==> config.mk <==
export PLATFORM = sky130hd
export DESIGN_NAME = pq_sort_host
export DESIGN_NICKNAME = d
export VERILOG_FILES = /design/src/rtl/pq_pkg.sv /design/src/rtl/pq_sort_host.sv
export SDC_FILE = /design/constraint.sdc
export NUM_CORES = 1
export LEC_CHECK = 0
export CAP_MARGIN = 20
export CORE_ASPECT_RATIO = 1.1
export CORE_MARGIN = 10
export CORE_UTILIZATION = 35
export CTS_BUF_LIST = sky130_fd_sc_hd__clkbuf_4
export DETAILED_ROUTE_END_ITERATION = 12
export DONT_BUFFER_PORTS = 1
export SYNTH_ARGS = -nofsm -noshare
export SYNTH_HDL_FRONTEND = slang
export SYNTH_SLANG_ARGS = --single-unit
==> constraint.sdc <==
create_clock -name clk -period 2.9 [get_ports clk]
set_input_delay 0.435 -clock clk [delete_from_list [all_inputs] [get_ports clk]]
set_output_delay 0.435 -clock clk [all_outputs]
set_load 0.01 [all_outputs]
==> src/rtl/pq_pkg.sv <==
// pq_pkg: shared types and constants for the priority-queue device interface
// and its host-side sequencer.
//   kv_t        key/value pair exchanged with the PQ device
//   KEY0/VAL0   idle value driven on unused key/value buses
//   host_st_t   pq_sort_host state encoding, visible to benches for probing
package pq_pkg;

  localparam int unsigned KEY_WIDTH   = 8;
  localparam int unsigned VAL_WIDTH   = 8;
  localparam int unsigned PQ_CAPACITY = 8;

  localparam logic [KEY_WIDTH-1:0] KEY0 = '0;
  localparam logic [VAL_WIDTH-1:0] VAL0 = '0;

  typedef struct packed {
    logic [KEY_WIDTH-1:0] key;
    logic [VAL_WIDTH-1:0] val;
  } kv_t;

  localparam kv_t KV0 = '{key: KEY0, val: VAL0};

  typedef enum logic [2:0] {
    IDLE,
    LOAD,
    LOAD_GAP,
    DRAIN_RD,
    DRAIN_OUT
  } host_st_t;

endpackage

==> src/rtl/pq_sort_host.sv <==
// pq_sort_host: batch sorter built on an attached priority-queue device.
// Accepts a batch of key/value pairs, enqueues each into the device, then
// dequeues the whole batch and emits it in ascending key order.
//   clk, rst            clock; asynchronous active-low reset
//   in_valid/in_ready   input stream handshake; in_kv item, in_last ends batch
//   out_valid/out_ready output stream handshake; out_kv/out_last registered
//   pq_enq/pq_deq/pq_kvi  commands and enqueue data towards the device
//   pq_kvo/pq_full/pq_empty/pq_busy  device head and status
//   batch_len           item count of the current or most recent batch
//   err                 sticky; truncated batch or device underrun
module pq_sort_host
  import pq_pkg::*;
#(
  parameter  int unsigned MAX_BATCH = PQ_CAPACITY,
  localparam int unsigned CW        = $clog2(MAX_BATCH + 1)
) (
  input  logic          clk,
  input  logic          rst,
  input  logic          in_valid,
  output logic          in_ready,
  input  kv_t           in_kv,
  input  logic          in_last,
  output logic          out_valid,
  input  logic          out_ready,
  output kv_t           out_kv,
  output logic          out_last,
  output logic          pq_enq,
  output logic          pq_deq,
  output kv_t           pq_kvi,
  input  kv_t           pq_kvo,
  input  logic          pq_full,
  input  logic          pq_empty,
  input  logic          pq_busy,
  output logic [CW-1:0] batch_len,
  output logic          err
);

  localparam logic [CW-1:0] CNT_MAX = CW'(MAX_BATCH);
  localparam logic [CW-1:0] CNT_ONE = CW'(1);

  host_st_t      state, state_nx;
  logic [CW-1:0] cnt;
  logic          last_seen;   // last accepted item carried in_last
  logic          first_pend;  // next accept opens a new batch
  logic          rdy;
  logic          accept;
  logic          take;
  logic          err_set;

  always_comb begin
    state_nx  = state;
    rdy       = 1'b0;
    out_valid = 1'b0;
    pq_enq    = 1'b0;
    pq_deq    = 1'b0;
    pq_kvi    = KV0;
    accept    = 1'b0;
    take      = 1'b0;
    err_set   = 1'b0;
    case (state)
      IDLE: state_nx = LOAD;
      LOAD: begin
        rdy = !pq_busy && !pq_full && (cnt < CNT_MAX);
        if (in_valid && rdy) begin
          accept   = 1'b1;
          pq_enq   = 1'b1;
          pq_kvi   = in_kv;
          state_nx = LOAD_GAP;
        end else if (!pq_busy && pq_full) begin
          // Device filled before the batch ended: drain what was loaded,
          // leaving the pending input for the next batch.
          err_set  = 1'b1;
          state_nx = (cnt != '0) ? DRAIN_RD : IDLE;
        end
      end
      // One dead cycle so a busy flag raised by the last command is seen.
      LOAD_GAP: begin
        if (last_seen || cnt == CNT_MAX) begin
          err_set  = !last_seen;
          state_nx = DRAIN_RD;
        end else begin
          state_nx = LOAD;
        end
      end
      DRAIN_RD: begin
        if (!pq_busy) begin
          if (!pq_empty) begin
            take     = 1'b1;
            pq_deq   = 1'b1;
            state_nx = DRAIN_OUT;
          end else begin
            err_set  = (cnt != '0);
            state_nx = IDLE;
          end
        end
      end
      DRAIN_OUT: begin
        out_valid = 1'b1;
        if (out_ready) state_nx = (cnt == CNT_ONE) ? IDLE : DRAIN_RD;
      end
      default: state_nx = IDLE;
    endcase
  end

  assign in_ready = rdy;

  always_ff @(posedge clk or negedge rst) begin
    if (!rst) state <= IDLE;
    else      state <= state_nx;
  end

  always_ff @(posedge clk or negedge rst) begin
    if (!rst) begin
      cnt        <= '0;
      batch_len  <= '0;
      err        <= 1'b0;
      out_kv     <= KV0;
      out_last   <= 1'b0;
      last_seen  <= 1'b0;
      first_pend <= 1'b0;
    end else begin
      if (state == IDLE) begin
        cnt        <= '0;
        last_seen  <= 1'b0;
        first_pend <= 1'b1;
      end
      if (accept) begin
        cnt        <= cnt + CNT_ONE;
        last_seen  <= in_last;
        first_pend <= 1'b0;
        if (first_pend) begin
          batch_len <= CNT_ONE;
          err       <= 1'b0;
        end else begin
          batch_len <= batch_len + CNT_ONE;
        end
      end
      if (err_set) err <= 1'b1;
      if (take) begin
        out_kv   <= pq_kvo;
        out_last <= (cnt == CNT_ONE);
      end
      if (state == DRAIN_OUT && out_ready) cnt <= cnt - CNT_ONE;
    end
  end

endmodule

== Word level (Yosys, flattened, before mapping) ==
Index checks and enable logic that the tools add are counted.
Widths: inputs -> output; s select.

* $lt $le $gt $ge: 1
* Reductions and logical operators: 17
* Add/subtract/negate cells: 3
* Mux-type cells: 35
* Equality and inequality tests: 9

{| class="wikitable"
|+ Operator list
! operator !! number
|-
| $mux 16 || 2
|-
| $mux 1 || 19
|-
| $mux 4 || 4
|-
| $mux 3 || 5
|-
| $pmux 3 s5 || 1
|-
| $add 4x1->4 const B || 2
|-
| $eq 3x2->1 const B || 2
|-
| $mux 2 || 3
|-
| $reduce_bool 2->1 || 3
|-
| $logic_and 1x1->1 || 5
|-
| $eq 4x1->1 const B || 1
|-
| $eq 4x4->1 const B || 1
|-
| $lt 4x4->1 const B || 1
|-
| $ne 2x2->1 const B || 2
|-
| $reduce_bool 4->1 || 1
|-
| $sub 4x1->4 const B || 1
|-
| $eq 3x1->1 const B || 1
|-
| $eq 3x3->1 const B || 1
|-
| $logic_not 1->1 || 3
|-
| $logic_not 3->1 || 1
|-
| $ne 3x3->1 const B || 1
|-
| $pmux 1 s3 || 1
|-
| $reduce_and 3->1 || 1
|-
| $reduce_bool 3->1 || 1
|-
| 2 further kinds || 2
|}

* Register bits: 31
* Output and inout port bits: 42
* Word-level logic and storage cells: 74
* Input bits: 40

== Logic depth before layout (Yosys ltp) ==
Gate-level depths: netlist (run 1).

* Word-level depth: 8
* Gate-level depth with buffers: 6
* Mapped depth without buffers: 6

== Least setup slack after synthesis (run 1) ==
Ideal clock, no wire load.

* Kind: register to output
* From: reg state[2]
* To: out pq_kvi[10] in the netlist's numbering
* Slack: 1.181 ns
* Required time: 2.465 ns
* Stages on the path, launching flop included: 6
* Buffers on the path: 1
* Arrival time: 1.284 ns
* Cells stage by stage: dfrtp_1 -> nor3b_4 -> nand3_2 -> inv_2 -> clkbuf_1 -> and2_1

{| class="wikitable"
|+ RTL lines
! item !! RTL line !! source
|-
| from (decl) || pq_sort_host.sv:41 || <nowiki>host_st_t state, state_nx;</nowiki>
|-
| from (signal assigned) || pq_sort_host.sv:109 || <nowiki>else state <= state_nx;</nowiki>
|-
| to (decl) || pq_sort_host.sv:29 || <nowiki>output kv_t pq_kvi,</nowiki>
|}

==> results of run 1 <==
## flip-flops by register name (all words and copies together), names as in the netlist
name	count
last_seen	1
cnt	4
state	3
out_kv	16
err	1
batch_len	4
out_last	1
first_pend	1
## worst paths after layout
path	to	cells after the start
hold / removal	state[2]$_DFFE_PN0P_	1
max in group asynchronous	out_last$_DFFE_PN0P_	2
min in group asynchronous	out_kv[12]$_DFFE_PN0P_	2
hold reg to reg	out_last$_DFFE_PN0P_	2
setup / recovery	pq_kvi[2]	4
setup reg to reg	err$_DFFE_PN0P_	5
## power by group through the flow
stage / sequential (W) / clock [W] / combinational, W
after floorplan: 0.000814 / 0 / 0.000438
after global placement: 0.000889 / 0 / 0.000474
after detailed placement: 0.000899 / 0 / 0.000497
after CTS: 0.000888 / 0.000265 / 0.000513
after global routing: 0.000923 / 0.000282 / 0.000572
final: 0.000887 / 0.000257 / 0.000507
## what timing repair did
item | 4_1_cts | 5_1_grt
buffers inserted | 0 | 0
endpoints found under the hold margin | 31 | 0
gates resized for setup | 0 | 0
hold buffers | 2 | 0
## logic make-up (layout without fill, tap and decap cells)
logic type	after synthesis	after routing
simple gates	66	66
flops	31	31
compound gates	29	29
mux	16	16
buf+inv	14	18
fa+ha+maj	4	4
other cells	0	1
## final cells by class
| class | count | area, um^2 |
|---|---|---|
| well taps | 56 | 70.1 |
| fillers | 443 | 2810 |
| flip-flops and latches | 31 | 776 |
| clock buffers | 7 | 52.6 |
| clock inverters | 1 | 5.00 |
| multi-input cells | 115 | 807 |
| repair buffers | 3 | 37.5 |
| inverters | 7 | 26.3 |
| diodes | 1 | 2.50 |
## per-layer routing
layer,routed length (um),part of all wire,vias up,track usage
met3,553,0.13,8,0.0540
met4,93,0.021,0,0.0577
li1,-,-,573,-
met5,0,0,-,0
met1,1730,0.40,589,0.117
met2,1960,0.45,87,0.164
## worst max-delay path: stages (launching register included)
cell and delay [ns]:
dfrtp_1 0.52, nor3b_4 0.31, nand3_2 0.25, inv_2 0.38, and2_1 0.25
## through the flow
step	hold WS [ns]	setup WS (ns)
global route	0.177	0.240
detailed placement	0.141	0.760
finish	0.199	0.422
CTS	0.186	0.398
floorplan	0.139	1.18
global placement	0.141	0.849
## cells in the final DEF (no fill, tap or decap), types with 2 or more instances in the layout
cell	instances
nand2_1	11
nand4_1	3
nor2_1	8
dfrtp_1	31
nor3_1	3
ha_1	4
nand3b_1	3
inv_1	5
nand3_1	3
o21ai_0	11
mux2_2	16
nor2b_1	3
nand2b_1	3
or3b_2	2
a31oi_1	4
a21oi_1	5
a221oi_1	2
nor3b_1	3
inv_2	2
and2_1	17
clkbuf_4	7
==> results by group, run 1 <==
Die
  • Die Span Y: 91.8 um
  • Die W: 85.3 um
  • Initial Util: 0.358
  • Core ar.: 4590 um^2
  • Die ar.: 7830 um^2
  • Row cnt: 26
  • Boundary pin count: 82

Synth
  • Mux contribution to synthesized area: 0.110
  • Number of flops mapped to enable cells by yosys: 0
  • Async S/R FF share, synth: 1.00
  • Cell area after synthesis: 1640 um^2
  • Syn avg cell area: 10.3 um^2
  • Post-synthesis compound-gate area fraction: 0.111
  • Total number of yosys warnings: 0
  • Count of cell types in the netlist: 36
  • Largest family of logic cells by synthesized area: simple AND/OR/NAND/NOR gates
  • Synth Area in XOR/XNOR: 0
  • Post-Synth Simple-Gate Area: 0.241
  • Commonest cells post-synth: dfrtp_1, and2_1, mux2_2, nand2_1, o21ai_0
  • Synth area leader: dfrtp_1
  • Ranking of synthesized cells by area: dfrtp_1, mux2_2, and2_1
  • Top FF cell, synth: dfrtp_1
  • Post-synthesis net count: 204
  • Post-Synth Adder-Cell Area: 0.0305
  • Yosys reg bits: 31
  • Gate count after technology mapping: 160
  • Top cell type's share of synthesized area: 0.473
  • Cell with the most instances after synthesis: dfrtp_1
  • Post-synthesis sequential area ratio: 0.473

Routing
  • Drc violations: 0
  • Final ANT Viol Nets: 0
  • Post-DR wirelength/cell: 19.6 um
  • DR iter-0 viols: 77
  • Vias: 1257
  • Total Routed Length: 4330 um
  • Initial DRT Pass Iterations: 4
  • Via density: 5.69

Timing
  • Tmin final: 2.48 ns
  • Final setup fails: 0
  • Endpoints failing hold: 0
  • Worst Skew: 0.00923 ns
  • Slew margin rel.: 0.742
  • Measured slew at the worst slew-check pin: 0.386 ns
  • Unrepaired setup endpoints after global routing: no
  • Max Transition Viols Final: 0
  • Tcrit/Tclk final: 0.854
  • Fmax: 404 MHz
  • TNS Setup: 0 ns

CTS
  • CTS sink cnt: 31
  • H-tree levels: 2
  • Root Driver: clkbuf_4
  • Reg clk slew, reported paths: 0.10 ns
  • TritonCTS Buffers: 5
  • Worst-Skew Late Latency: 0.32 ns
  • CTS tree: yes
  • Deepest clock path buffer count: 2

Setup path
  • Reg2reg start: state[0]$_DFFE_PN0P_
  • WP data arrival: 2.04 ns
  • CP Class: reg2out
  • Startpoint types: register
  • Worst Setup End Kind: output pin
  • Critical path required time: 2.47 ns
  • CP max FO: 28
  • Minimum setup slack among reg-to-reg paths: 0.85 ns
  • Setup crit start: state[0]$_DFFE_PN0P_

Power and ir drop
  • Max VDD drop: 0.196 mV
  • Switching Share: 0.397
  • Post-layout power: 0.00165 W
  • Comb power frac: 0.307
  • Net Switching: 0.000656 W
  • Sequential power share: 0.537
  • PD cells: 929 nW/um^2
  • Clock power share: 0.156
  • Cell-internal power: 0.000995 W
  • Leakage: 0.786 nW

Final layout
  • Final Util: 0.387
  • Post-route cell area: 1780 um^2
  • Final net count: 207
  • Share of cells above drive strength 1: 0.207
  • Fin cells: 221
  • Synthesis-to-layout area growth: 8.23%

Hold path
  • Hold path start: out_ready
  • Worst hold path class: in2reg

Status
  • Status: completed

GRT
  • GRT Total Usage: 0.107
  • Number of global-route vias before repair: 1334
  • Largest net degree at the start of global routing: 32
  • Initial antenna violation count: 1
  • Grt ovf: 0
  • First-pass GRT wire length: 6820 um

Place
  • Post-DP Area: 1690 um^2
  • Port Buf Inserts: 0
  • Placed cell count: 210
  • Final GP Congestion: 0.848
  • Detail Placement HPWL: 3330 um

Flow run
  • Max-Cap Viols: 0
Power figures use the tool's default switching activity.
==> inputs of run 2 (changes only) <==
--- a/config.mk
+++ b/config.mk
@@ -6,12 +6,15 @@
 export NUM_CORES = 1
 export LEC_CHECK = 0
 export CAP_MARGIN = 20
+export CELL_PAD_IN_SITES_DETAIL_PLACEMENT = 0
+export CELL_PAD_IN_SITES_GLOBAL_PLACEMENT = 1
 export CORE_ASPECT_RATIO = 1.1
 export CORE_MARGIN = 10
 export CORE_UTILIZATION = 35
 export CTS_BUF_LIST = sky130_fd_sc_hd__clkbuf_4
 export DETAILED_ROUTE_END_ITERATION = 12
 export DONT_BUFFER_PORTS = 1
+export PLACE_DENSITY_LB_ADDON = 0.1
 export SYNTH_ARGS = -nofsm -noshare
 export SYNTH_HDL_FRONTEND = slang
 export SYNTH_SLANG_ARGS = --single-unit
==> run 2 against run 1 <==
Net effect:
- critical endpoint is now pq_kvi[7]
- clock skew grew 0.0082 ns
- count of clock-buffer cells in the layout shrank 2
- combinational power shrank 1%
- sequential share of layout area shrank 0.40 points
==> results by group, run 2 (synthesis gave the netlist of run 1 again) <==
Place
  • Port Buf Inserts: 0 (unchanged)
  • Detail Placement HPWL: 3330 um (about the same)
  • Final GP Congestion: 0.797 (-6.1%)

Timing
  • Worst Skew: 0.0175 ns (+0.00823 ns)
  • Endpoints failing hold: 0 (unchanged)
  • Fmax: 391 MHz (-3.2%)
  • Measured slew at the worst slew-check pin: 0.449 ns (+0.0633 ns)
  • Tcrit/Tclk final: 0.882 (+0.0278)
  • Max Transition Viols Final: 0 (unchanged)
  • Final setup fails: 0 (unchanged)
  • Slew margin rel.: 0.700 (-0.0425)
  • TNS Setup: 0 ns (unchanged)
  • Tmin final: 2.56 ns (+0.0807 ns)
  • Unrepaired setup endpoints after global routing: no

Final layout
  • # diodes: 0 (-1)
  • Largest register FFs: 16 (unchanged)
  • Final net count: 207 (unchanged)
  • Synthesis-to-layout area growth: 9.22%
  • Top reg by flops: out_kv
  • Top Registers: out_kv: 16 flops, batch_len: 4 flops, cnt: 4 flops
  • Share of cells above drive strength 1: 0.201 (-0.00610)
  • Final Util: 0.391 (+0.00355)
  • Fill cells: 433 (-2.3%)
  • Sequential cell area: 776 um^2 (unchanged)
  • Commonest non-fill, non-tap cells in the layout: dfrtp_1, and2_1, mux2_2
  • Multi-input logic area: 807 um^2 (unchanged)
  • Most common cell after layout, fill and taps aside: dfrtp_1

Routing
  • DR iter-0 viols: 67 (-13%)
  • Total Routed Length: 4270 um (-1.4%)
  • Via density: 5.63 (-1.1%)
  • Drc violations: 0 (unchanged)
  • Initial DRT Pass Iterations: 4 (unchanged)
  • Post-DR wirelength/cell: 19.4 um (-0.94%)
  • Final ANT Viol Nets: 0 (unchanged)
  • Vias: 1238 (-1.5%)

GRT
  • Number of global-route vias before repair: 1303 (-2.3%)
  • Largest net degree at the start of global routing: 32 (unchanged)
  • First-pass GRT wire length: 6870 um (+0.60%)
  • Initial antenna violation count: 0 (-1)
  • Grt ovf: 0 (unchanged)
  • GRT Total Usage: 0.106 (-0.000875)

Setup path
  • CP max FO: 28 (unchanged)
  • CP Class: reg2out
  • Critical-path top delay cell: dfrtp_1
  • WP data arrival: 2.12 ns (+0.08 ns)
  • Buf+Inv Stages, Crit Path: 1 (unchanged)
  • Worst path cell trace: nor3b_4, nand3_2, inv_2, and2_1
  • Crit path largest cell delay: 0.53 ns (about the same)
  • Top delay family on crit path: simple AND/OR/NAND/NOR gates
  • Worst Setup End Kind: output pin
  • Critical path required time: 2.47 ns (about the same)
  • Startpoint types: register

Hold path
  • Worst hold path class: in2reg

CTS
  • CTS sink cnt: 31 (unchanged)
  • Deepest clock path buffer count: 2 (unchanged)
  • H-tree levels: 2 (unchanged)
  • Hold_buf cts: 2 (unchanged)
  • Reg clk slew, reported paths: 0.11 ns (about the same)
  • Root Driver: clkbuf_4
  • Cts repair resizes: 0 (unchanged)
  • Worst-Skew Late Latency: 0.33 ns (about the same)
  • TritonCTS Buffers: 5 (unchanged)
  • Post-CTS Setup Inserts: 0 (unchanged)
  • CTS tree: yes

Power and ir drop
  • PD cells: 955 nW/um^2 (+2.8%)
  • Leakage: 0.793 nW (+0.83%)
  • Max VDD drop: 0.238 mV (+21%)

Die
  • Die W: 85.3 um (unchanged)
  • Die Span Y: 91.8 um (unchanged)
  • Boundary pin count: 82 (unchanged)
  • Core ar.: 4590 um^2 (unchanged)
  • Die ar.: 7830 um^2 (unchanged)
  • Row cnt: 26 (unchanged)
  • Initial Util: 0.358 (unchanged)

Status
  • Status: completed

Flow run
  • Max-Cap Viols: 0 (unchanged)
[run 2: worst paths after layout]
path | startpoint | to | slack (ns) | cells after the start
max | state[0]$_DFFE_PN0P_ | pq_kvi[7] | 0.34 | 4
min | out_ready | state[2]$_DFFE_PN0P_ | 0.20 | 1
max reg2reg | state[0]$_DFFE_PN0P_ | err$_DFFE_PN0P_ | 0.81 | 5
min reg2reg | out_last$_DFFE_PN0P_ | out_last$_DFFE_PN0P_ | 0.57 | 2
max in group asynchronous | rst | out_kv[7]$_DFFE_PN0P_ | 2.16 | 2
min in group asynchronous | rst | out_last$_DFFE_PN0P_ | 0.56 | 2
[run 2: routing by layer]
layer / global-route usage / vias up / share of wire
met3: 0.0673 / 5 / 0.17
li1: - / 567 / -
met5: 0 / - / 0
met2: 0.156 / 88 / 0.43
met4: 0.0288 / 0 / 0.0098
met1: 0.125 / 578 / 0.40
[run 2: report_power, final]
part           internal, W  total [W]  switching (W)
clock             0.000177   0.000329       0.000152
combinational     0.000262   0.000502       0.000240
sequential        0.000619   0.000881       0.000262
total              0.00106    0.00171       0.000654
[run 2: area by class of cell]
type,instances,area share
Clock buffer,5,0.0209
Clock inverter,3,0.0216
Inverter,7,0.0147
Multi-Input combinational cell,115,0.450
Sequential cell,31,0.433
Tap cell,56,0.0391
Timing Repair Buffer,3,0.0209
[run 2: worst reg2reg max path, cell delays in order (launching register included)]
cell,delay [ns]
dfrtp_1,0.53
nor3b_4,0.32
nand3_2,0.28
inv_2,0.40
nand2_1,0.11
a221o_1,0.35
[run 2: through the flow]
stage                     instances  area, um^2  power (W)  hold slack, ns  setup slack [ns]
after floorplan                 160        1640    0.00125           0.139              1.18
after global placement          210        1690    0.00138           0.141             0.781
after detailed placement        210        1690    0.00140           0.140             0.701
after CTS                       220        1790    0.00174           0.179             0.306
after global routing            220        1790    0.00186           0.175             0.116
final                           220        1790    0.00171           0.197             0.342
==> inputs of run 3 (changes only) <==
--- a/config.mk
+++ b/config.mk
@@ -15,6 +15,7 @@
 export DETAILED_ROUTE_END_ITERATION = 12
 export DONT_BUFFER_PORTS = 1
 export PLACE_DENSITY_LB_ADDON = 0.1
+export RECOVER_POWER = 50
 export SYNTH_ARGS = -nofsm -noshare
 export SYNTH_HDL_FRONTEND = slang
 export SYNTH_SLANG_ARGS = --single-unit
==> constraint.sdc (replaced) <==
create_clock -name clk -period 2.8 [get_ports clk]
set_input_delay 0.42 -clock clk [delete_from_list [all_inputs] [get_ports clk]]
set_output_delay 0.42 -clock clk [all_outputs]
set_load 0.01 [all_outputs]
==> run 3 against run 2 <==
Net effect:
- the flow now finishes with violations (max-capacitance violations, max-slew violations)
- clock skew is essentially flat
- worst hold slack lost 0.017 ns
- count of clock-buffer cells in the layout is the same
- cell count is the same
- utilization shrank 0.35 points
- global-route usage is the same
- worst setup slack lost 0.091 ns
- via count is essentially flat
- register-to-register slack lost 0.11 ns
- first-iteration DRC count is the same
- design area shrank 0.91%
- sequential power grew 3.6%
==> results by group, run 3 (synthesis gave the netlist of run 1 again) <==
Status
  • Status: finished, violations left
  • Failing checks: max-capacitance violations, max-slew violations

Final layout
  • Fill cells: 435 (+0.46%)
  • Largest register FFs: 16 (unchanged)
  • Final Util: 0.387 (-0.00355)
  • Top Registers: out_kv: 16 flops, batch_len: 4 flops, cnt: 4 flops
  • Multi-input logic area: 807 um^2 (unchanged)
  • Post-route cell area: 1780 um^2 (-0.91%)
  • Synthesis-to-layout area growth: 8.23%
  • Sequential cell area: 776 um^2 (unchanged)
  • Share of cells above drive strength 1: 0.195 (-0.00610)
  • Commonest non-fill, non-tap cells in the layout: dfrtp_1, and2_1, mux2_2
  • Top reg by flops: out_kv
  • Most common cell after layout, fill and taps aside: dfrtp_1
  • Fin cells: 220 (unchanged)
  • # diodes: 0 (unchanged)
  • Final net count: 207 (unchanged)

Hold path
  • Hold Crit Depth: 1 (unchanged)
  • Worst hold path class: in2reg

Flow run
  • Max-Cap Viols: 1 (+1)

CTS
  • Deepest clock path buffer count: 2 (unchanged)
  • Worst-Skew Late Latency: 0.33 ns (about the same)
  • TritonCTS Buffers: 5 (unchanged)
  • Cts repair resizes: 0 (unchanged)
  • CTS sink cnt: 31 (unchanged)
  • CTS tree: yes
  • Reg clk slew, reported paths: 0.11 ns (about the same)
  • Root Driver: clkbuf_4
  • H-tree levels: 2 (unchanged)

Routing
  • DR iter-0 viols: 67 (unchanged)
  • Via density: 5.62 (about the same)
  • Final ANT Viol Nets: 0 (unchanged)
  • Initial DRT Pass Iterations: 5 (+1)
  • Vias: 1237 (-0.081%)
  • Drc violations: 0 (unchanged)
  • Post-DR wirelength/cell: 19.4 um (unchanged)
  • Total Routed Length: 4270 um (unchanged)

GRT
  • Initial antenna violation count: 0 (unchanged)
  • Largest net degree at the start of global routing: 32 (unchanged)
  • Number of global-route vias before repair: 1303 (unchanged)
  • First-pass GRT wire length: 6870 um (unchanged)
  • Grt ovf: 0 (unchanged)
  • GRT Total Usage: 0.106 (unchanged)

Die
  • Core ar.: 4590 um^2 (unchanged)
  • Boundary pin count: 82 (unchanged)
  • Row cnt: 26 (unchanged)
  • Initial Util: 0.358 (unchanged)
  • Die ar.: 7830 um^2 (unchanged)
  • Die Span Y: 91.8 um (unchanged)
  • Die W: 85.3 um (unchanged)

Place
  • Placed cell count: 210 (unchanged)
  • Port Buf Inserts: 0 (unchanged)
  • Detail Placement HPWL: 3330 um (unchanged)
  • Final GP Congestion: 0.797 (unchanged)
  • Post-DP Area: 1690 um^2 (unchanged)

Timing
  • Unrepaired setup endpoints after global routing: no
  • Tcrit/Tclk final: 0.910
  • Worst Skew: 0.0173 ns (-0.000132 ns)
  • Final setup fails: 0 (unchanged)
  • Endpoints failing hold: 0 (unchanged)
  • Slew margin rel.: -0.141 (-0.840)
  • TNS Setup: 0 ns (unchanged)
  • Tmin final: 2.55 ns
  • Worst Hold Slack: 0.180 ns (-0.0166 ns)
  • Max Transition Viols Final: 32 (+32)
  • Fmax: 392 MHz
  • Measured slew at the worst slew-check pin: 1.71 ns (+1.26 ns)

Setup path
  • Crit path largest cell delay: 0.54 ns (about the same)
  • CP Class: reg2out
  • Worst Setup End Kind: output pin
  • WP data arrival: 2.13 ns (about the same)
  • FF-to-FF path depth: 5 (unchanged)
  • Worst path cell trace: nor3b_4, nand3_2, inv_2, and2_1
  • Critical-path top delay cell: dfrtp_1
  • Critical path required time: 2.38 ns (-0.09 ns)
  • CP max FO: 28 (unchanged)
  • Minimum setup slack among reg-to-reg paths: 0.70 ns (-0.11 ns)
  • Startpoint types: register

Power and ir drop
  • PD cells: 996 nW/um^2 (+4.4%)
  • Leakage: 0.785 nW (-1.0%)
  • Max VDD drop: 0.246 mV (+3.5%)
## run 3: cell types whose count changed in the layout (fill, tap and decap cells not counted), sizes merged
cell    delta
buf        -1
clkbuf     +1
## run 3: metrics by stage
stage,total power [W],setup WS (ns)
3_3_place_gp,0.00143,0.696
4_1_cts,0.00180,0.221
2_1_floorplan,0.00130,1.10
6_report,0.00177,0.251
3_5_place_dp,0.00145,0.616
5_1_grt,0.00192,0.0313
## run 3: worst paths after layout
check / startpoint / end
max: state[0]$_DFFE_PN0P_ / pq_kvi[7]
min: out_ready / state[2]$_DFFE_PN0P_
max reg2reg: state[0]$_DFFE_PN0P_ / err$_DFFE_PN0P_
min reg2reg: out_last$_DFFE_PN0P_ / out_last$_DFFE_PN0P_
max in group asynchronous: rst / out_kv[7]$_DFFE_PN0P_
min in group asynchronous: rst / out_last$_DFFE_PN0P_
## run 3: what timing repair did
item	CTS	global route
endpoints found under the hold margin	31	0
hold buffers	2	0
setup buffers	0	0
## run 3: power breakdown
| part | switching [W] | internal (W) | total, W |
|---|---|---|---|
| combinational | 0.000248 | 0.000269 | 0.000516 |
| sequential | 0.000272 | 0.000641 | 0.000913 |
| clock | 0.000158 | 0.000183 | 0.000341 |
## run 3: area by class of cell
class | count | share of cell area
multi-input cells | 115 | 0.454
repair buffers | 3 | 0.0120
clock buffers | 5 | 0.0211
well taps | 56 | 0.0394
flip-flops and latches | 31 | 0.437
inverters | 7 | 0.0148
clock inverters | 3 | 0.0218
## run 3: metal layers
metal  vias to the layer above  track usage  part of all wire
met1                       579        0.125              0.40
met3                         5       0.0673              0.17
met2                        88        0.156              0.42
li1                        565            -                 -
met4                         0       0.0288            0.0098
met5                         -            0                 0
## run 3: critical path, delay by kind of cell, from the launching register on
kind	cells	cell delay (ns)
AND/OR/NAND/NOR	3	0.86
buffers and inverters	1	0.40
flip-flops	1	0.54
